===== src/rtl/id_ex_operand_stage_if.sv =====
// Decode-to-execute bundle: decoded fields flow in on id_*, the registered
// execute view flows out on ex_*.
//
// Handshake: valid-only pipeline. id_valid qualifies the id_* fields on the
// edge that captures them. ex_valid qualifies ex_* for the whole cycle. There
// is no ready signal: back-pressure comes from the stall/flush controls on
// the stage itself.
interface id_ex_operand_stage_if #(
  parameter int XLEN       = 32,
  parameter int REG_ADDR_W = 5
);
  logic                  id_valid;
  logic [XLEN-1:0]       id_pc;
  logic [XLEN-1:0]       id_rs1_data;
  logic [XLEN-1:0]       id_rs2_data;
  logic [XLEN-1:0]       id_imm;
  logic [6:0]            id_opcode;
  logic [2:0]            id_func3;
  logic [6:0]            id_func7;
  logic [REG_ADDR_W-1:0] id_rd;
  logic                  id_reg_write;
  logic                  id_alu_src;

  logic                  ex_valid;
  logic [XLEN-1:0]       ex_pc;
  logic [6:0]            ex_opcode;
  logic [2:0]            ex_func3;
  logic [6:0]            ex_func7;
  logic [REG_ADDR_W-1:0] ex_rd;
  logic                  ex_reg_write;
  logic [XLEN-1:0]       ex_op1;
  logic [XLEN-1:0]       ex_op2;
  logic [XLEN-1:0]       ex_store_data;

  modport master (
    output id_valid, id_pc, id_rs1_data, id_rs2_data, id_imm, id_opcode,
           id_func3, id_func7, id_rd, id_reg_write, id_alu_src,
    input  ex_valid, ex_pc, ex_opcode, ex_func3, ex_func7, ex_rd,
           ex_reg_write, ex_op1, ex_op2, ex_store_data
  );

  modport slave (
    input  id_valid, id_pc, id_rs1_data, id_rs2_data, id_imm, id_opcode,
           id_func3, id_func7, id_rd, id_reg_write, id_alu_src,
    output ex_valid, ex_pc, ex_opcode, ex_func3, ex_func7, ex_rd,
           ex_reg_write, ex_op1, ex_op2, ex_store_data
  );
endinterface


===== src/rtl/id_ex_operand_stage.sv =====
// ID/EX pipeline register with MEM/WB forwarding and execute operand select.
// Update priority on each edge: flush, then stall, then normal load.
module id_ex_operand_stage #(
  parameter int XLEN       = 32,
  parameter int REG_ADDR_W = 5
) (
  input  logic                 clk,
  input  logic                 rst_n,
  id_ex_operand_stage_if.slave bus,
  input  logic                 stall,
  input  logic                 flush,
  input  logic [1:0]           forward_a,
  input  logic [1:0]           forward_b,
  input  logic [XLEN-1:0]      mem_fwd_data,
  input  logic [XLEN-1:0]      wb_fwd_data
);
  localparam logic [6:0] OP_AUIPC = 7'b0010111;
  localparam logic [6:0] OP_LUI   = 7'b0110111;
  localparam logic [6:0] OP_JAL   = 7'b1101111;

  logic                  valid_q,     valid_d;
  logic [XLEN-1:0]       pc_q,        pc_d;
  logic [XLEN-1:0]       rs1_q,       rs1_d;
  logic [XLEN-1:0]       rs2_q,       rs2_d;
  logic [XLEN-1:0]       imm_q,       imm_d;
  logic [6:0]            opcode_q,    opcode_d;
  logic [2:0]            func3_q,     func3_d;
  logic [6:0]            func7_q,     func7_d;
  logic [REG_ADDR_W-1:0] rd_q,        rd_d;
  logic                  reg_write_q, reg_write_d;
  logic                  alu_src_q,   alu_src_d;

  logic [XLEN-1:0] fa;
  logic [XLEN-1:0] fb;
  logic [XLEN-1:0] op1;

  // Code 11 is reserved and falls through to the stored register value.
  always_comb begin
    fa = rs1_q;
    case (forward_a)
      2'b01:   fa = mem_fwd_data;
      2'b10:   fa = wb_fwd_data;
      default: fa = rs1_q;
    endcase
    fb = rs2_q;
    case (forward_b)
      2'b01:   fb = mem_fwd_data;
      2'b10:   fb = wb_fwd_data;
      default: fb = rs2_q;
    endcase
  end

  always_comb begin
    op1 = fa;
    case (opcode_q)
      OP_AUIPC, OP_JAL: op1 = pc_q;
      OP_LUI:           op1 = '0;
      default:          op1 = fa;
    endcase
  end

  always_comb begin
    valid_d     = valid_q;
    pc_d        = pc_q;
    rs1_d       = rs1_q;
    rs2_d       = rs2_q;
    imm_d       = imm_q;
    opcode_d    = opcode_q;
    func3_d     = func3_q;
    func7_d     = func7_q;
    rd_d        = rd_q;
    reg_write_d = reg_write_q;
    alu_src_d   = alu_src_q;
    if (flush) begin
      valid_d     = 1'b0;
      pc_d        = '0;
      rs1_d       = '0;
      rs2_d       = '0;
      imm_d       = '0;
      opcode_d    = '0;
      func3_d     = '0;
      func7_d     = '0;
      rd_d        = '0;
      reg_write_d = 1'b0;
      alu_src_d   = 1'b0;
    end else if (stall) begin
      // Latch the forwarded operands so they survive the producer retiring
      // while this instruction is held; fa/fb equal the stored value otherwise.
      rs1_d = fa;
      rs2_d = fb;
    end else begin
      valid_d     = bus.id_valid;
      pc_d        = bus.id_pc;
      rs1_d       = bus.id_rs1_data;
      rs2_d       = bus.id_rs2_data;
      imm_d       = bus.id_imm;
      opcode_d    = bus.id_opcode;
      func3_d     = bus.id_func3;
      func7_d     = bus.id_func7;
      rd_d        = bus.id_rd;
      reg_write_d = bus.id_reg_write & bus.id_valid;
      alu_src_d   = bus.id_alu_src;
    end
  end

  always_ff @(posedge clk or negedge rst_n) begin
    if (!rst_n) begin
      valid_q     <= 1'b0;
      pc_q        <= '0;
      rs1_q       <= '0;
      rs2_q       <= '0;
      imm_q       <= '0;
      opcode_q    <= '0;
      func3_q     <= '0;
      func7_q     <= '0;
      rd_q        <= '0;
      reg_write_q <= 1'b0;
      alu_src_q   <= 1'b0;
    end else begin
      valid_q     <= valid_d;
      pc_q        <= pc_d;
      rs1_q       <= rs1_d;
      rs2_q       <= rs2_d;
      imm_q       <= imm_d;
      opcode_q    <= opcode_d;
      func3_q     <= func3_d;
      func7_q     <= func7_d;
      rd_q        <= rd_d;
      reg_write_q <= reg_write_d;
      alu_src_q   <= alu_src_d;
    end
  end

  assign bus.ex_valid      = valid_q;
  assign bus.ex_pc         = pc_q;
  assign bus.ex_opcode     = opcode_q;
  assign bus.ex_func3      = func3_q;
  assign bus.ex_func7      = func7_q;
  assign bus.ex_rd         = rd_q;
  assign bus.ex_reg_write  = reg_write_q;
  assign bus.ex_op1        = op1;
  assign bus.ex_op2        = alu_src_q ? imm_q : fb;
  assign bus.ex_store_data = fb;
endmodule


===== src/flat_wrapper.sv =====
// flat-port wrapper written by rule: the top's interface ports become plain ports
module id_ex_operand_stage_flat 
#(
  parameter int XLEN       = 32,
  parameter int REG_ADDR_W = 5
)
  (clk, rst_n, stall, flush, forward_a, forward_b, mem_fwd_data, wb_fwd_data, bus_id_valid, bus_id_pc, bus_id_rs1_data, bus_id_rs2_data, bus_id_imm, bus_id_opcode, bus_id_func3, bus_id_func7, bus_id_rd, bus_id_reg_write, bus_id_alu_src, bus_ex_valid, bus_ex_pc, bus_ex_opcode, bus_ex_func3, bus_ex_func7, bus_ex_rd, bus_ex_reg_write, bus_ex_op1, bus_ex_op2, bus_ex_store_data);
  id_ex_operand_stage_if #(.XLEN(XLEN), .REG_ADDR_W(REG_ADDR_W)) bus_i ();
  input  logic clk;
  input  logic rst_n;
  input  logic stall;
  input  logic flush;
  input  logic [1:0] forward_a;
  input  logic [1:0] forward_b;
  input  logic [XLEN-1:0] mem_fwd_data;
  input  logic [XLEN-1:0] wb_fwd_data;
  input wire logic [$bits(bus_i.id_valid)-1:0] bus_id_valid;
  input wire logic [$bits(bus_i.id_pc)-1:0] bus_id_pc;
  input wire logic [$bits(bus_i.id_rs1_data)-1:0] bus_id_rs1_data;
  input wire logic [$bits(bus_i.id_rs2_data)-1:0] bus_id_rs2_data;
  input wire logic [$bits(bus_i.id_imm)-1:0] bus_id_imm;
  input wire logic [$bits(bus_i.id_opcode)-1:0] bus_id_opcode;
  input wire logic [$bits(bus_i.id_func3)-1:0] bus_id_func3;
  input wire logic [$bits(bus_i.id_func7)-1:0] bus_id_func7;
  input wire logic [$bits(bus_i.id_rd)-1:0] bus_id_rd;
  input wire logic [$bits(bus_i.id_reg_write)-1:0] bus_id_reg_write;
  input wire logic [$bits(bus_i.id_alu_src)-1:0] bus_id_alu_src;
  output wire logic [$bits(bus_i.ex_valid)-1:0] bus_ex_valid;
  output wire logic [$bits(bus_i.ex_pc)-1:0] bus_ex_pc;
  output wire logic [$bits(bus_i.ex_opcode)-1:0] bus_ex_opcode;
  output wire logic [$bits(bus_i.ex_func3)-1:0] bus_ex_func3;
  output wire logic [$bits(bus_i.ex_func7)-1:0] bus_ex_func7;
  output wire logic [$bits(bus_i.ex_rd)-1:0] bus_ex_rd;
  output wire logic [$bits(bus_i.ex_reg_write)-1:0] bus_ex_reg_write;
  output wire logic [$bits(bus_i.ex_op1)-1:0] bus_ex_op1;
  output wire logic [$bits(bus_i.ex_op2)-1:0] bus_ex_op2;
  output wire logic [$bits(bus_i.ex_store_data)-1:0] bus_ex_store_data;
  assign bus_i.id_valid = bus_id_valid;
  assign bus_i.id_pc = bus_id_pc;
  assign bus_i.id_rs1_data = bus_id_rs1_data;
  assign bus_i.id_rs2_data = bus_id_rs2_data;
  assign bus_i.id_imm = bus_id_imm;
  assign bus_i.id_opcode = bus_id_opcode;
  assign bus_i.id_func3 = bus_id_func3;
  assign bus_i.id_func7 = bus_id_func7;
  assign bus_i.id_rd = bus_id_rd;
  assign bus_i.id_reg_write = bus_id_reg_write;
  assign bus_i.id_alu_src = bus_id_alu_src;
  assign bus_ex_valid = bus_i.ex_valid;
  assign bus_ex_pc = bus_i.ex_pc;
  assign bus_ex_opcode = bus_i.ex_opcode;
  assign bus_ex_func3 = bus_i.ex_func3;
  assign bus_ex_func7 = bus_i.ex_func7;
  assign bus_ex_rd = bus_i.ex_rd;
  assign bus_ex_reg_write = bus_i.ex_reg_write;
  assign bus_ex_op1 = bus_i.ex_op1;
  assign bus_ex_op2 = bus_i.ex_op2;
  assign bus_ex_store_data = bus_i.ex_store_data;
  id_ex_operand_stage #(.XLEN(XLEN), .REG_ADDR_W(REG_ADDR_W)) u_core (.clk(clk), .rst_n(rst_n), .bus(bus_i), .stall(stall), .flush(flush), .forward_a(forward_a), .forward_b(forward_b), .mem_fwd_data(mem_fwd_data), .wb_fwd_data(wb_fwd_data));
endmodule

===== config.mk =====
export PLATFORM = sky130hd
export DESIGN_NAME = id_ex_operand_stage_flat
export DESIGN_NICKNAME = d
export VERILOG_FILES = /design/src/rtl/id_ex_operand_stage_if.sv /design/src/rtl/id_ex_operand_stage.sv /design/src/flat_wrapper.sv
export SDC_FILE = /design/constraint.sdc
export NUM_CORES = 1
export LEC_CHECK = 0
export BUFFER_PORTS_ARGS = -buffer_cell sky130_fd_sc_hd__clkbuf_2
export CAP_MARGIN = 25
export CORE_MARGIN = 3
export CORE_UTILIZATION = 25
export CTS_CLUSTER_SIZE = 14
export DETAILED_ROUTE_END_ITERATION = 10
export GPL_TIMING_DRIVEN = 0
export MAX_ROUTING_LAYER = met4
export PLACE_DENSITY = 0.55
export SLEW_MARGIN = 20
export SYNTH_ARGS = -nofsm -noshare
export SYNTH_HDL_FRONTEND = slang
export SYNTH_SLANG_ARGS = --single-unit

===== constraint.sdc =====
create_clock -name clk -period 1.7 [get_ports clk]
set_input_delay 0.255 -clock clk [delete_from_list [all_inputs] [get_ports clk]]
set_output_delay 0.255 -clock clk [all_outputs]
set_load 0.005 [all_outputs]

==> metrics <==
RSZ-0062 raised after global routing=yes; r2r setup slk=0.60 ns; Final period util=141.4%; count of different cell masters after synthesis=27; Core ar.=30750 µm²; antenna violations before repair=2; Die X=about 180 µm; vias in the first global route=between 8k and 9k; delay-heaviest family, CP=simple AND/OR/NAND/NOR gates; Initial Utilization=between 20% and 30%; CTS buffer count=17; Max-slew headroom=32.57%; Mapped Avg Cell Area=~11 µm²; DRC=0; Max clock buf depth=2; Synth Instances=741; Final Cell Area=12930 µm²; pre-CTS setup slack=-1.053 ns; hold crit path type=input port to register; GR Util All Layers=approximately 23%; root buffer cell=clkbuf_16; clk_lat worst skew=roughly 0.44 ns; Pins Over Slew Limit=0; via density per instance=slightly below 5; area post-placement=10300 µm²; gpl congestion=0.8721; post-synthesis cell area=approximately 8000 µm²; slowest CP cell=or4b_4; io pins=377; syn_nets=970; register area share after synthesis=48.79%; crit path launch type=register; reg-to-reg critical path startpoint=u_core.rs2_q[2]; crit path kind=register to output port; max cap viols=0; average wire per standard cell=23.88 µm; clk slew on worst S/H paths=0.07 ns; NumNets Final=1431; critical path capture point type=output port; final hold violations=0; Critical Path AT=2.15 ns; First-pass DRT Iterations=5; initial DRC count=402; Hold Path Origin=bus_id_rs2_data[23]; Setup-failing EPs final=91; port buffer count=376; Detailed Route WL=38.47 mm; clk sinks=approximately 150; WP buf/inv=3; status=finished with violations; layout cells sized above 1=52.93%; CP max FO=10; pwr/cell area=863.6 nW/µm²; CP required=1.44 ns; Via Count=7999; Synth Register Bits=153; worst setup path startpoint=u_core.bus.ex_opcode[6]; H-tree depth=4; die height=183.2 µm; f_max=0.4159 GHz; yosys warns=0; post-layout minimum cycle time=2.404 ns; TritonCTS clock tree=built; CP max stage delay=0.54 ns; Crit path top cell by count=buf_12; setup slack after layout=-0.7044 ns; CP Cell Sequence=or4b_4, a21oi_4, buf_12, buf_12, a22o_2, clkbuf_2; post-route ant nets=0; Clock Skew=0 ns; most common cell after layout, fill and taps aside=clkbuf_2; worst vdd ir=0.0006298 V; HPWL Detailed=between 20 and 30 mm; failing checks=negative setup slack; Rows=64; grt ovf=0; largest net degree at the start of global routing=80; P_leak=6.517 nW; commonest non-fill, non-tap cells in the layout=clkbuf_2, dfrtp_1, nor2_1; Layout Area Growth over Synthesis=64.72%; first-pass GRT wire length=55.37 mm; die area=33550 µm²; Worst-Margin Slew=1.011 ns
==> stage by stage <==
| stage | TNS (ns) | cells | power (mW) | hold slack, ns | util, % |
|---|---|---|---|---|---|
| 3_5_place_dp | -118.30 | 1514 | 6.527 | 0.3448 | 33.49 |
| 3_3_place_gp | -528.61 | 1513 | 6.501 | 0.4740 | 33.37 |
| 4_1_cts | -36.93 | 1601 | 11.06 | 0.001794 | 40.90 |
| 5_1_grt | -33.78 | 1611 | 11.66 | 0.01299 | 42.04 |
| 6_report | -30.00 | 1611 | 11.16 | 0.02328 | 42.04 |
| 2_1_floorplan | -0.1054 | 741 | 5.224 | -0.04059 | - |
==> power by group <==
group,switching [mW],internal [mW]
Clock,1.60,2.09
Sequential,0.128,3.88
Combinational,1.70,1.76
Total,3.43,7.73
==> cell families after synthesis <==
family / synth area share, %
AO/OA/AOI/OAI: 22.83
adder cells (fa/ha/maj): 0.6378
AND/OR/NAND/NOR: 5.134
multiplexers: 15.55
flip-flops: 48.79
buffers and inverters: 7.063
==> layer usage <==
metal	up-vias	global-route usage (%)	wire length, µm
li1	3641	-	-
met1	3927	27.63	15910
met2	371	37.96	18430
met3	60	6.386	2877
met4	0	8.349	1254
met5	-	-	0
==> cells in the mapped netlist, drive strengths merged <==
library cell	instances	share of area, %
dfrtp	153	49
a22o	95	11
nor2	90	4.3
mux2i	87	11
inv	69	3.3
a21oi	65	4.3
a221oi	63	7.0
clkbuf	44	2.1
mux2	31	4.4
buf	25	1.7
ha	4	0.64
nand2b	2	0.16
nor2b	2	0.16
o21ai	2	0.13
a21o	1	0.096
a221o	1	0.13
a22oi	1	0.096
nand2	1	0.048
nand3	1	0.064
nand4b	1	0.11
o22ai	1	0.080
or3b	1	0.11
or4b	1	0.18
==> path summary, 6_finish.rpt <==
path                                          end  depth (start not counted)
max in group asynchronous         u_core.imm_q[7]                          3
max reg2reg                       u_core.rs2_q[2]                          5
max                                bus_ex_op1[14]                          6
min reg2reg                      u_core.imm_q[19]                          2
min                              u_core.rs2_q[23]                          2
min in group asynchronous  u_core.bus.ex_func3[2]                          2
==> state kept, by name (all words and copies together) (netlist names) <==
name                     count
u_core.bus.ex_pc            32
u_core.bus.ex_opcode         7
u_core.rs2_q                32
u_core.bus.ex_rd             5
u_core.bus.ex_func7          7
u_core.imm_q                32
u_core.alu_src_q             1
u_core.rs1_q                32
u_core.bus.ex_reg_write      1
u_core.bus.ex_valid          1
u_core.bus.ex_func3          3
==> worst reg2reg max path, delay by kind of cell, from the launching register on <==
family / cells / cell delay [ns]
flops: 1 / 0.37
buf+inv: 3 / 0.35
compound gates: 2 / 0.28
==> area by class of cell <==
type,instances,area [µm²]
Buffer,65,548.0
Antenna cell,2,5.005
Inverter,69,264.0
Multi-Input combinational cell,450,4374
Sequential cell,153,3834
Clock buffer,25,515.5
Clock inverter,5,36.28
Timing Repair Buffer,446,2854
Tap cell,396,495.5
Fill cell,3041,17820
==> timing repair <==
item,in CTS,in global routing
hold buffers,1,0
endpoints found under the setup margin,118,104
resized for setup,220,101
gates cloned,6,0
pin swaps,21,9
hold endpoints to repair,78,0
buffers inserted,52,23
(Power assumes the default switching activity.)
